## config.mk

```make
export PLATFORM = sky130hd
export DESIGN_NAME = mem_stage
export DESIGN_NICKNAME = d
export VERILOG_FILES = /design/src/rtl/mem_stage.sv
export SDC_FILE = /design/constraint.sdc
export NUM_CORES = 1
export LEC_CHECK = 0
export CAP_MARGIN = 20
export CORE_AREA = 2 2 197 199
export DETAILED_ROUTE_END_ITERATION = 10
export DIE_AREA = 0 0 199 201
export GPL_ROUTABILITY_DRIVEN = 1
export PLACE_DENSITY_LB_ADDON = 0.15
export SLEW_MARGIN = 15
export SYNTH_ARGS = -nofsm -noshare
export SYNTH_HDL_FRONTEND = slang
export SYNTH_SLANG_ARGS = --single-unit
```

## constraint.sdc

```tcl
create_clock -name clk -period 9.9 [get_ports clk]
set_input_delay 1.98 -clock clk [delete_from_list [all_inputs] [get_ports clk]]
set_output_delay 1.98 -clock clk [all_outputs]
set_load 0.005 [all_outputs]
```

## src/rtl/mem_stage.sv

```systemverilog
// rtl/mem_stage.sv - MEM pipeline stage: data-memory access FSM, branch resolve, MEM/WB register
//
// Optional feature macro: MEM_TIMEOUT_EN (ACCESS timeout counter plus sticky mem_err)
//
// Ports:
//   clk, rst                 clock, asynchronous active-high reset
//   in_valid .. mem_write    EX/MEM register contents (data + control)
//   stall                    hold EX/MEM and earlier stages (combinational)
//   pc_src, pc_target        branch decision and target (combinational)
//   dmem_req/we/addr/wdata   registered data-memory request
//   dmem_ack, dmem_rdata     memory completion and load data
//   wb_*                     MEM/WB register outputs
//   mem_err                  sticky access-timeout flag
module mem_stage #(
    parameter int DATA_W  = 64,
    parameter int ADDR_W  = 32,
    parameter int PC_W    = 32,
    parameter int TIMEOUT = 16
) (
    input  logic              clk,
    input  logic              rst,
    input  logic              in_valid,
    input  logic [DATA_W-1:0] alu_result,
    input  logic [DATA_W-1:0] rs2_data,
    input  logic [4:0]        rd_addr,
    input  logic [PC_W-1:0]   pc_branch,
    input  logic              zero,
    input  logic              mem_to_reg,
    input  logic              reg_write,
    input  logic              branch,
    input  logic              mem_read,
    input  logic              mem_write,
    output logic              stall,
    output logic              pc_src,
    output logic [PC_W-1:0]   pc_target,
    output logic              dmem_req,
    output logic              dmem_we,
    output logic [ADDR_W-1:0] dmem_addr,
    output logic [DATA_W-1:0] dmem_wdata,
    input  logic              dmem_ack,
    input  logic [DATA_W-1:0] dmem_rdata,
    output logic              wb_valid,
    output logic [DATA_W-1:0] wb_mem_data,
    output logic [DATA_W-1:0] wb_alu_data,
    output logic [4:0]        wb_rd_addr,
    output logic              wb_mem_to_reg,
    output logic              wb_reg_write,
    output logic              mem_err
);

    typedef enum logic {
        IDLE   = 1'b0,
        ACCESS = 1'b1
    } state_t;

    state_t state_q, state_d;

    logic              dmem_req_q, dmem_req_d;
    logic              dmem_we_q, dmem_we_d;
    logic [ADDR_W-1:0] dmem_addr_q, dmem_addr_d;
    logic [DATA_W-1:0] dmem_wdata_q, dmem_wdata_d;
    logic              wb_valid_q, wb_valid_d;
    logic [DATA_W-1:0] wb_mem_data_q, wb_mem_data_d;
    logic [DATA_W-1:0] wb_alu_data_q, wb_alu_data_d;
    logic [4:0]        wb_rd_addr_q, wb_rd_addr_d;
    logic              wb_mem_to_reg_q, wb_mem_to_reg_d;
    logic              wb_reg_write_q, wb_reg_write_d;

    logic mem_op;
    logic timeout_hit;
    logic complete;

    assign mem_op = in_valid & (mem_read | mem_write);

`ifdef MEM_TIMEOUT_EN
    localparam int CNT_W = $clog2(TIMEOUT + 1);

    logic [CNT_W-1:0] cnt_q, cnt_d;
    logic             mem_err_q, mem_err_d;

    // cnt_q counts completed ACCESS cycles; the TIMEOUT-th ACCESS cycle ends the access.
    assign timeout_hit = (state_q == ACCESS) && (cnt_q == CNT_W'(TIMEOUT - 1));

    always_comb begin
        cnt_d     = '0;
        mem_err_d = mem_err_q;
        if (state_q == ACCESS && !complete) begin
            cnt_d = cnt_q + 1'b1;
        end
        if (timeout_hit && !dmem_ack) begin
            mem_err_d = 1'b1;
        end
    end

    always_ff @(posedge clk or posedge rst) begin
        if (rst) begin
            cnt_q     <= '0;
            mem_err_q <= 1'b0;
        end else begin
            cnt_q     <= cnt_d;
            mem_err_q <= mem_err_d;
        end
    end

    assign mem_err = mem_err_q;
`else
    logic unused_timeout_cfg;
    assign unused_timeout_cfg = (TIMEOUT == 0);
    assign timeout_hit        = 1'b0;
    assign mem_err            = 1'b0;
`endif

    assign complete  = (state_q == ACCESS) && (dmem_ack || timeout_hit);
    assign pc_src    = in_valid & branch & zero;
    assign pc_target = pc_branch;

    // stall drops in the completion cycle so EX/MEM advances on the same edge
    // that writes the finished instruction into MEM/WB.
    always_comb begin
        if (state_q == IDLE) begin
            stall = mem_op;
        end else begin
            stall = !complete;
        end
    end

    always_comb begin
        state_d         = state_q;
        dmem_req_d      = dmem_req_q;
        dmem_we_d       = dmem_we_q;
        dmem_addr_d     = dmem_addr_q;
        dmem_wdata_d    = dmem_wdata_q;
        wb_valid_d      = 1'b0;
        wb_mem_data_d   = wb_mem_data_q;
        wb_alu_data_d   = wb_alu_data_q;
        wb_rd_addr_d    = wb_rd_addr_q;
        wb_mem_to_reg_d = wb_mem_to_reg_q;
        wb_reg_write_d  = wb_reg_write_q;

        case (state_q)
            IDLE: begin
                if (mem_op) begin
                    // write wins when both read and write are set
                    state_d      = ACCESS;
                    dmem_req_d   = 1'b1;
                    dmem_we_d    = mem_write;
                    dmem_addr_d  = alu_result[ADDR_W-1:0];
                    dmem_wdata_d = rs2_data;
                end else begin
                    wb_valid_d      = in_valid;
                    wb_mem_data_d   = '0;
                    wb_alu_data_d   = alu_result;
                    wb_rd_addr_d    = rd_addr;
                    wb_mem_to_reg_d = mem_to_reg;
                    wb_reg_write_d  = reg_write;
                end
            end
            ACCESS: begin
                if (complete) begin
                    state_d         = IDLE;
                    dmem_req_d      = 1'b0;
                    wb_valid_d      = 1'b1;
                    // a timed-out load returns zero rather than whatever is on the bus
                    wb_mem_data_d   = (dmem_we_q || !dmem_ack) ? '0 : dmem_rdata;
                    wb_alu_data_d   = alu_result;
                    wb_rd_addr_d    = rd_addr;
                    wb_mem_to_reg_d = mem_to_reg;
                    wb_reg_write_d  = reg_write;
                end
            end
            default: state_d = IDLE;
        endcase
    end

    always_ff @(posedge clk or posedge rst) begin
        if (rst) begin
            state_q         <= IDLE;
            dmem_req_q      <= 1'b0;
            dmem_we_q       <= 1'b0;
            dmem_addr_q     <= '0;
            dmem_wdata_q    <= '0;
            wb_valid_q      <= 1'b0;
            wb_mem_data_q   <= '0;
            wb_alu_data_q   <= '0;
            wb_rd_addr_q    <= '0;
            wb_mem_to_reg_q <= 1'b0;
            wb_reg_write_q  <= 1'b0;
        end else begin
            state_q         <= state_d;
            dmem_req_q      <= dmem_req_d;
            dmem_we_q       <= dmem_we_d;
            dmem_addr_q     <= dmem_addr_d;
            dmem_wdata_q    <= dmem_wdata_d;
            wb_valid_q      <= wb_valid_d;
            wb_mem_data_q   <= wb_mem_data_d;
            wb_alu_data_q   <= wb_alu_data_d;
            wb_rd_addr_q    <= wb_rd_addr_d;
            wb_mem_to_reg_q <= wb_mem_to_reg_d;
            wb_reg_write_q  <= wb_reg_write_d;
        end
    end

    assign dmem_req      = dmem_req_q;
    assign dmem_we       = dmem_we_q;
    assign dmem_addr     = dmem_addr_q;
    assign dmem_wdata    = dmem_wdata_q;
    assign wb_valid      = wb_valid_q;
    assign wb_mem_data   = wb_mem_data_q;
    assign wb_alu_data   = wb_alu_data_q;
    assign wb_rd_addr    = wb_rd_addr_q;
    assign wb_mem_to_reg = wb_mem_to_reg_q;
    assign wb_reg_write  = wb_reg_write_q;

endmodule

```

# After elaboration in Yosys (flattened, before gate mapping)
# Cells that the tools add are included.
[totals] register_bits=235 in_bits=239 wordCells=52
[op_classes] eq_ne=3 n_mux=26 bitwise_logic=5 n_reduce_logical=7
[op_table] op="two-way mux 64 bit" n=5
[op_table] op="case mux 64 bit (2 select lines)" n=2
[op_table] op="two-way mux 1 bit" n=11
[op_table] op="two-way mux 5 bit" n=2
[op_table] op="case mux 1 bit (2 select lines)" n=5
[op_table] op="case mux 5 bit (2 select lines)" n=1
[op_table] op="AND reduction 2 bit" n=3
[op_table] op="!= test 2 bit, second input constant" n=2
[op_table] op="AND 1 bit" n=3
[op_table] op="zero test 1 bit" n=2
[op_table] op="!= test 2 x 1 -> 1 bit, second input constant" n=1
[op_table] op="logical AND 1 bit" n=1
[op_table] op="logical OR 1 bit" n=1
[op_table] op="inverter 1 bit" n=1
[op_table] op="bitwise OR 1 bit" n=1

# Logic depth before layout (Yosys ltp)
# Gate-level depths: netlist of the first run.
[logic_depth] depth_word=5 ltp_mapped=5 mapped_depth_nobuf=3

# Worst setup path before layout of the first run
# OpenSTA, ideal clock, no wires.
[synth_path] path_kind="input-to-output" start="in mem_write" end="out stall" arrival_ns=2.602 required_time_ns=7.920 setup_slack_ns=5.318 stages=3 n_path_buf=1 path_cell_list="o21ai_2 mux2i_4 clkbuf_1"
[synth_via] elab_chain_cells=3
[synth_lines] element="start: declaration" line_no="32" text="input logic mem_write,"
[synth_lines] element="bitwise OR 1 bit" line_no="73" text="assign mem_op = in_valid & (mem_read | mem_write);"
[synth_lines] element="AND 1 bit" line_no="73"
[synth_lines] element="two-way mux 1 bit" line_no="120" text="if (state_q == IDLE) begin"
[synth_lines] element="end: declaration" line_no="33" text="output logic stall,"
# Every way passes these cells.

# Worst setup path in the final report of the first run
# Same ends and word-level chain as after synthesis.

==> metrics.md, run 1 <==
| Metric | Value |
|---|---|
| Final Power | 2990 uW |
| Crit Path Category | primary input to output pin |
| CTS tree | done |
| Status | finished clean |
| Fin. max-slew vios | 0 |
| Setup crit start kind | primary input |
| Rows | 72 |
| Global-route wire length before repair | 40,700 um |
| Average wire per standard cell | 18.3 um |
| Die width | 199 um |
| Post-route ant nets | 0 |
| Seq/Total Area, Yosys | 66.6% |
| DR iter-0 viols | 141 |
| Vias per cell | 4.09 |
| Critical Path AT | 3300 ps |
| Max Fclk | 190 MHz |
| Ports | 508 |
| Die height | 201 um |
| Nets | 1,199 |
| PwrDens | 205 nW/um^2 |
| Placer Congestion | 0.739 |
| Drt total wl | 27,500 um |
| Post-Layout Cell Count | 1,502 |
| Later-pin clock latency in the skew report | 560 ps |
| Initial antenna violation count | 1 |
| Clock Pin Slew Worst Setup and Hold Paths | 60 ps |
| Area occupied by multi-input gates | 2550 um^2 |
| Max cap viols | 0 |
| Fin Hold WS | 485 ps |
| CP max FO | 3 |
| Period utilization | 53.3% |
| CP Capture Type | output pin |
| Cells after DPL | 1,447 |
| Final instance area | 14,600 um^2 |
| Drt drc | 0 |
| GRT Total Usage | 13.3% |
| RSZ-0062 raised after global routing | false |
| Leak | 0.00601 uW |
| Post-CTS Setup Inserts | 0 |
| Area added between synthesis and finish | 65.0% |
| Core area | 38,100 um^2 |
| Die area | 40,000 um^2 |
| Syn nets | 782 |
| CTS root buffer | clkbuf_16 |
| Vias in the first global route | 6,565 |
| Flops & latches, synth | 235 |
| Sink Count | 235 |
| Syn. warnings | 0 |
| Yosys cell types | 17 |
| Initial Util | 23.2% |
| Layout cells sized above 1 | 23.4% |
| Largest net degree at the start of global routing | 100 |
| Post-CTS Resized | 0 |
| # fillers | 3,690 |
| Endpoints failing setup | 0 |
| Endpoints failing hold | 0 |
| Final min period | 5280 ps |
| Port Buffers | 442 |
| CTS Buf Count | 29 |
| Post-route setup TNS | 0 ps |
| Detail Placement HPWL | 19,400 um |
| Synthesized area per cell | 16.3 um^2 |
| Slew margin rel. | 34.1% |
| Reg area | 5880 um^2 |
| H-tree depth | 1 |
| Vias | 6,137 |
| Layout Skew | 24.5 ps |
| Class of the worst hold path | flip-flop to flip-flop |
| Peak VDD IR | 0.126 mV |
| Mapped Area | 8830 um^2 |
| Worst path required time | 7920 ps |
| CTS max path bufs | 3 |
| # hold bufs at CTS | 0 |
| 1st-pass router iterations | 4 |
| Overflow after GRT | 0 |
| Mapped Cells | 543 |
| Placed inst area | 13,600 um^2 |
| Worst Tran Pin Value | 988 ps |
## final cells by class
type                    instances  share of cell area, %
multi-input cells             244                   17.5
clock inverters                15                   1.17
well taps                     518                   4.45
repair buffers                449                   30.7
flip-flops and latches        235                   40.4
diodes                          1                 0.0172
clock buffers                  39                   5.72
inverters                       1                 0.0773
## cell usage in the layout (no fill, tap or decap), types with 2 or more instances in the layout
cell	n
bufinv_16	3
nor2_4	2
clkinv_2	9
nand2_1	2
clkdlybuf4s50_1	442
a22o_1	66
clkbuf_16	29
mux2_2	167
clkbuf_8	7
dfrtp_1	235
buf_4	7
clkbuf_1	3
clkinvlp_4	2
## cell usage after synthesis, drive strengths merged
cell | count | area, um^2
buf | 61 | 402
inv | 1 | 3.75
clkbuf | 2 | 7.51
conb | 1 | 3.75
mux2i | 1 | 22.5
and3 | 1 | 6.26
nor2b | 1 | 6.26
dfrtp | 235 | 5880
a21o | 1 | 7.51
nand2 | 2 | 7.51
a22o | 66 | 578
nor2 | 3 | 16.3
o21ai | 1 | 8.76
mux2 | 167 | 1880
## power by group
part | total (uW) | switching, uW | internal, uW
Clock | 1100 | 428 | 669
Sequential | 1200 | 79.4 | 1120
Combinational | 690 | 221 | 468
## per-layer routing
metal  wire [um]  vias to the layer above  track usage (%)
met4         952                        0             4.72
li1            -                     2754                -
met1       10400                     3011             15.3
met3        3160                       63             6.20
met5           0                        -                0
met2       13000                      309             21.8
## critical path: stages
cell and delay, ps:
clkdlybuf4s50_1 530, o21ai_2 120, mux2i_4 150, clkdlybuf4s50_1 520
## stage by stage
stage | utilization [%] | setup WS [ps]
after global placement | 35.6 | 4630
after detailed placement | 35.6 | 4630
after CTS | 38.2 | 4630
after global routing | 38.2 | 4590
final | 38.2 | 4620
after floorplan | - | 1470
## cells by family after synthesis
group / count (synthesis) / synth area share, %
buf+inv: 64 / 4.68
simple gates: 7 / 0.411
compound gates: 68 / 6.73
flops: 235 / 66.6
mux: 168 / 21.5
other cells: 1 / 0.0425
## worst paths after layout
path	startpoint	end	slack, ps	depth (start not counted)
hold / removal	dmem_req	dmem_req	480	1
setup reg to reg	state_q	wb_alu_data[8]	6980	4
hold reg to reg	dmem_req	dmem_req	480	1
min in group asynchronous	rst	wb_rd_addr[0]	1950	2
max in group asynchronous	rst	dmem_wdata[8]	6450	3
setup / recovery	mem_write	stall	4620	4
Note: power is estimated with default switching activity, not from simulation.
==> run 2: changes to the inputs <==
Clock period 9.9 ns to 5.03 ns, I/O delays scaled along.
==> run 2 against run 1 <==
Worst setup slack got worse by 3000 ps; via count down 1.4%; sequential cell count unchanged; global-route usage is 0.11 points lower; combinational power grew 97%; clock power grew 80%; die area stayed put; worst hold slack gained 8.3 ps; clock skew decreased by 9.1 ps; sequential power is 97% higher; largest power group unchanged.
==> metrics.md, run 2 (synthesized netlist as in run 1, its figures left out) <==
| Metric | Value |
|---|---|
| Leak | 0.00597 uW |
| Clock Pin Slew Worst Setup and Hold Paths | 60 ps |
| CP max FO | 3 |
| Area added between synthesis and finish | 64.4% |
| Initial Util | 23.2% |
| Fin. max-slew vios | 0 |
| Critical Path AT | 2400 ps |
| Layout Skew | 15.4 ps |
| Post-CTS Setup Inserts | 0 |
| Slew margin rel. | 39.0% |
| Die width | 199 um |
| Crit Path Category | primary input to output pin |
| CTS max path bufs | 3 |
| Final min period | 3410 ps |
| Worst path required time | 4020 ps |
| Post-CTS Resized | 0 |
| Drt drc | 0 |
| H-tree depth | 1 |
| Die height | 201 um |
| Initial antenna violation count | 1 |
| Core area | 38,100 um^2 |
| Sink Count | 235 |
| Port Buffers | 442 |
| Metal3 WL | 3190 um |
| Later-pin clock latency in the skew report | 550 ps |
| Post-route ant nets | 0 |
| Average wire per standard cell | 18.2 um |
| Reg area | 5880 um^2 |
| PwrDens | 393 nW/um^2 |
| Most frequent cells in the layout | clkdlybuf4s50_1, dfrtp_1, mux2_2 |
| Final Power | 5700 uW |
| Global-route wire length before repair | 40,800 um |
| RSZ-0062 raised after global routing | false |
| Placement Setup Slack | 1630 ps |
| Rows | 72 |
| Detail Placement HPWL | 19,400 um |
| Max Fclk | 293 MHz |
| Vias in the first global route | 6,570 |
| Metal2 WL | 13,000 um |
| Ports | 508 |
| # fillers | 3,690 |
| Overflow after GRT | 0 |
| Period utilization | 67.8% |
| CTS tree | done |
| Peak VDD IR | 0.248 mV |
| Post-route setup TNS | 0 ps |
| Final WS setup | 1620 ps |
| Area occupied by multi-input gates | 2550 um^2 |
| Vias per cell | 4.05 |
| Largest net degree at the start of global routing | 137 |
| Status | finished clean |
| CTS Buf Count | 29 |
| Antenna cells | 0 |
| Setup crit start kind | primary input |
| Layout cells sized above 1 | 22.6% |
| Vias | 6,054 |
| Die area | 40,000 um^2 |
| 1st-pass router iterations | 4 |
| Max cap viols | 0 |
| Util after Layout | 38.1% |
| Most common cell after layout, fill and taps aside | clkdlybuf4s50_1 |
| Top sig layer | met5 |
| # hold bufs at CTS | 0 |
| CTS root buffer | clkbuf_16 |
| DR iter-0 viols | 146 |
| Endpoints failing setup | 0 |
| Endpoints failing hold | 0 |
| Routed met1 length | 10,300 um |
| Placer Congestion | 0.733 |
| Worst Tran Pin Value | 915 ps |
| Drt total wl | 27,200 um |
| Fin Hold WS | 493 ps |
| GRT Total Usage | 13.2% |
| Nets | 1,199 |
| CP Capture Type | output pin |
| Class of the worst hold path | flip-flop to flip-flop |
[run 2: critical path, cell delays in order]
cell and delay, ps:
clkdlybuf4s50_1 540, o21ai_2 120, mux2i_4 200, clkdlybuf4s50_1 540
[run 2: through the flow]
stage,cell area (um^2),std cells
6_report,14500,1496
5_1_grt,14500,1496
2_1_floorplan,8830,543
3_5_place_dp,13600,1447
4_1_cts,14500,1496
3_3_place_gp,13600,1447
[run 2: cell type report]
| type | count | area share, % |
|---|---|---|
| clock buffers | 46 | 6.13 |
| flip-flops and latches | 235 | 40.5 |
| inverters | 1 | 0.0517 |
| clock inverters | 3 | 0.121 |
| well taps | 518 | 4.46 |
| repair buffers | 449 | 31.2 |
| multi-input cells | 244 | 17.5 |
[run 2: worst paths after layout]
kind	start	end	slack, ps	depth (start not counted)
worst max-delay path	mem_write	stall	1620	4
worst min-delay path	dmem_req	dmem_req	490	1
worst max register to register	state_q	wb_alu_data[35]	2920	3
worst min register to register	dmem_req	dmem_req	490	1
max in group asynchronous	rst	wb_alu_data[43]	3220	3
min in group asynchronous	rst	dmem_wdata[35]	900	2
[run 2: per-layer routing]
layer / vias up / GRT usage [%]
met5: - / 0
met4: 2 / 4.69
met2: 304 / 21.9
met1: 2942 / 15.1
met3: 60 / 5.80
li1: 2746 / -
[run 2: power breakdown]
part	leakage, uW	switching [uW]	internal, uW	total [uW]
clock	0.000446	786	1190	1980
sequential	0.00287	159	2200	2360
combinational	0.00265	431	928	1360
total	0.00597	1380	4330	5700
==> run 3: changes to the inputs <==
Settings changed: CORE_AREA 2 2 197 199 to 2 2 199 201, DIE_AREA 0 0 199 201 to 0 0 201 203.
Clock period 5.03 ns to 3.1 ns, I/O delays scaled along.
==> run 3 against run 2 <==
Worst hold slack got worse by 17 ps; via count up 1.3%; worst setup slack lost 1200 ps; sequential power increased by 63%; wire length grew 1.5%; clock power is 94% higher; register-to-register slack got worse by 1800 ps; non-clock buffer count is 7 higher; sequential cell count unchanged; cell area increased by 2.3%; largest cell class unchanged.
==> metrics.md, run 3 (synthesized netlist as in run 1, its figures left out) <==
| Metric | Value |
|---|---|
| Detail Placement HPWL | 20,100 um |
| Port Buffers | 442 |
| Ports | 508 |
| Critical R2R Launch | state_q |
| Global-route wire length before repair | 42,300 um |
| Most common cell after layout, fill and taps aside | clkdlybuf4s50_1 |
| 1st-pass router iterations | 4 |
| Nets | 1,206 |
| GRT Total Usage | 13.2% |
| Post-route setup TNS | 0 ps |
| Layout Skew | 25.7 ps |
| DR iter-0 viols | 142 |
| Final WS setup | 449 ps |
| Cell mode on critical path | clkdlybuf4s50_1 |
| Leak | 0.00613 uW |
| Later-pin clock latency in the skew report | 560 ps |
| Endpoints failing setup | 0 |
| Slew margin rel. | 61.7% |
| Crit Path Category | primary input to output pin |
| R2R depth | 4 |
| Area occupied by multi-input gates | 2550 um^2 |
| Reg area | 5880 um^2 |
| CP bufs+invs | 2 |
| Max cap viols | 0 |
| H-tree depth | 1 |
| Largest net degree at the start of global routing | 78 |
| # hold bufs at CTS | 0 |
| # fillers | 3,685 |
| Vias per cell | 4.07 |
| RSZ-0062 raised after global routing | false |
| Final min period | 2650 ps |
| Post-CTS Setup Inserts | 0 |
| Reg2reg end | wb_rd_addr[3] |
| CP max FO | 3 |
| Initial Util | 23.0% |
| Most frequent cells in the layout | clkdlybuf4s50_1, dfrtp_1, mux2_2 |
| Status | finished clean |
| Max Fclk | 377 MHz |
| Period utilization | 85.5% |
| Crit-path slowest cell | clkdlybuf4s50_1 |
| Worst path required time | 2480 ps |
| CTS Buf Count | 29 |
| Util after Layout | 38.6% |
| Endpoints failing hold | 0 |
| Antenna cells | 0 |
| Die height | 203 um |
| Placer Congestion | 0.760 |
| Setup crit start kind | primary input |
| Worst Tran Pin Value | 574 ps |
| Rows | 72 |
| Final Power | 9930 uW |
| Core area | 38,500 um^2 |
| CTS root buffer | clkbuf_16 |
| Placement Setup Slack | 425 ps |
| Peak VDD IR | 0.424 mV |
| Vias | 6,135 |
| CP Capture Type | output pin |
| Area added between synthesis and finish | 68.1% |
| Critical Path AT | 2030 ps |
| CTS max path bufs | 3 |
| Top delay family on crit path | buffers and inverters |
| Placed inst area | 13,700 um^2 |
| CTS tree | done |
| Critical Path Max Stage Delay | 540 ps |
| Class of the worst hold path | primary input to async pin |
| Sink Count | 235 |
| Die area | 40,800 um^2 |
| Die width | 201 um |
| Vias in the first global route | 6,796 |
| Overflow after GRT | 0 |
| Layout cells sized above 1 | 23.8% |
| PwrDens | 669 nW/um^2 |
| Final instance area | 14,800 um^2 |
| Clock Pin Slew Worst Setup and Hold Paths | 60 ps |
| Post-CTS Resized | 0 |
| Initial antenna violation count | 0 |
| Drt total wl | 27,700 um |
| Post-route ant nets | 0 |
| Fin. max-slew vios | 0 |
| Worst reg-to-reg setup slack | 1080 ps |
| Average wire per standard cell | 18.3 um |
| Cell Chain, Critical Path | clkdlybuf4s50_1 -> o21ai_2 -> mux2i_4 -> clkdlybuf4s50_1 |
| Drt drc | 0 |
[run 3: cell count changes in the layout (fill, tap and decap cells not counted)]
cell	before	now
buf_12	4	10
clkinv_2	2	3
bufinv_16	0	7
clkbuf_8	10	9
buf_4	3	4
clkinv_4	0	1
clkinvlp_4	2	1
clkbuf_1	7	4
inv_6	0	1
[run 3: through the flow]
step	hold WS [ps]	instances
detailed placement	478	1454
finish	476	1508
global route	504	1508
CTS	459	1508
floorplan	474	543
global placement	474	1454
[run 3: worst max path at each step]
stage,start,endpoint,slack [ps],cells past startpoint
floorplan,rst,dmem_addr[0],-600,1
global placement,mem_write,wb_alu_data[32],470,6
detailed placement,mem_write,wb_alu_data[34],420,6
CTS,mem_write,stall,450,4
global route,mem_write,stall,410,4
finish,mem_write,stall,450,4
[run 3: cell type report]
cell class	instances	share of cell area, %
inverters	1	0.0506
repair buffers	456	31.4
clock inverters	12	1.64
multi-input cells	244	17.2
flip-flops and latches	235	39.6
clock buffers	42	5.82
well taps	518	4.37
[run 3: power by group]
| group | total (uW) | internal (uW) | switching, uW |
|---|---|---|---|
| Combinational | 2250 | 1530 | 720 |
| Clock | 3850 | 2510 | 1340 |
| Sequential | 3840 | 3580 | 259 |
| Total | 9930 | 7610 | 2320 |
[run 3: per-layer routing]
metal	vias to the layer above	GRT usage, %	share of wire [%]
met2	314	22.2	48
met5	-	0	0
li1	2772	-	-
met4	0	3.07	2.1
met3	47	5.63	9.7
met1	3002	15.7	40
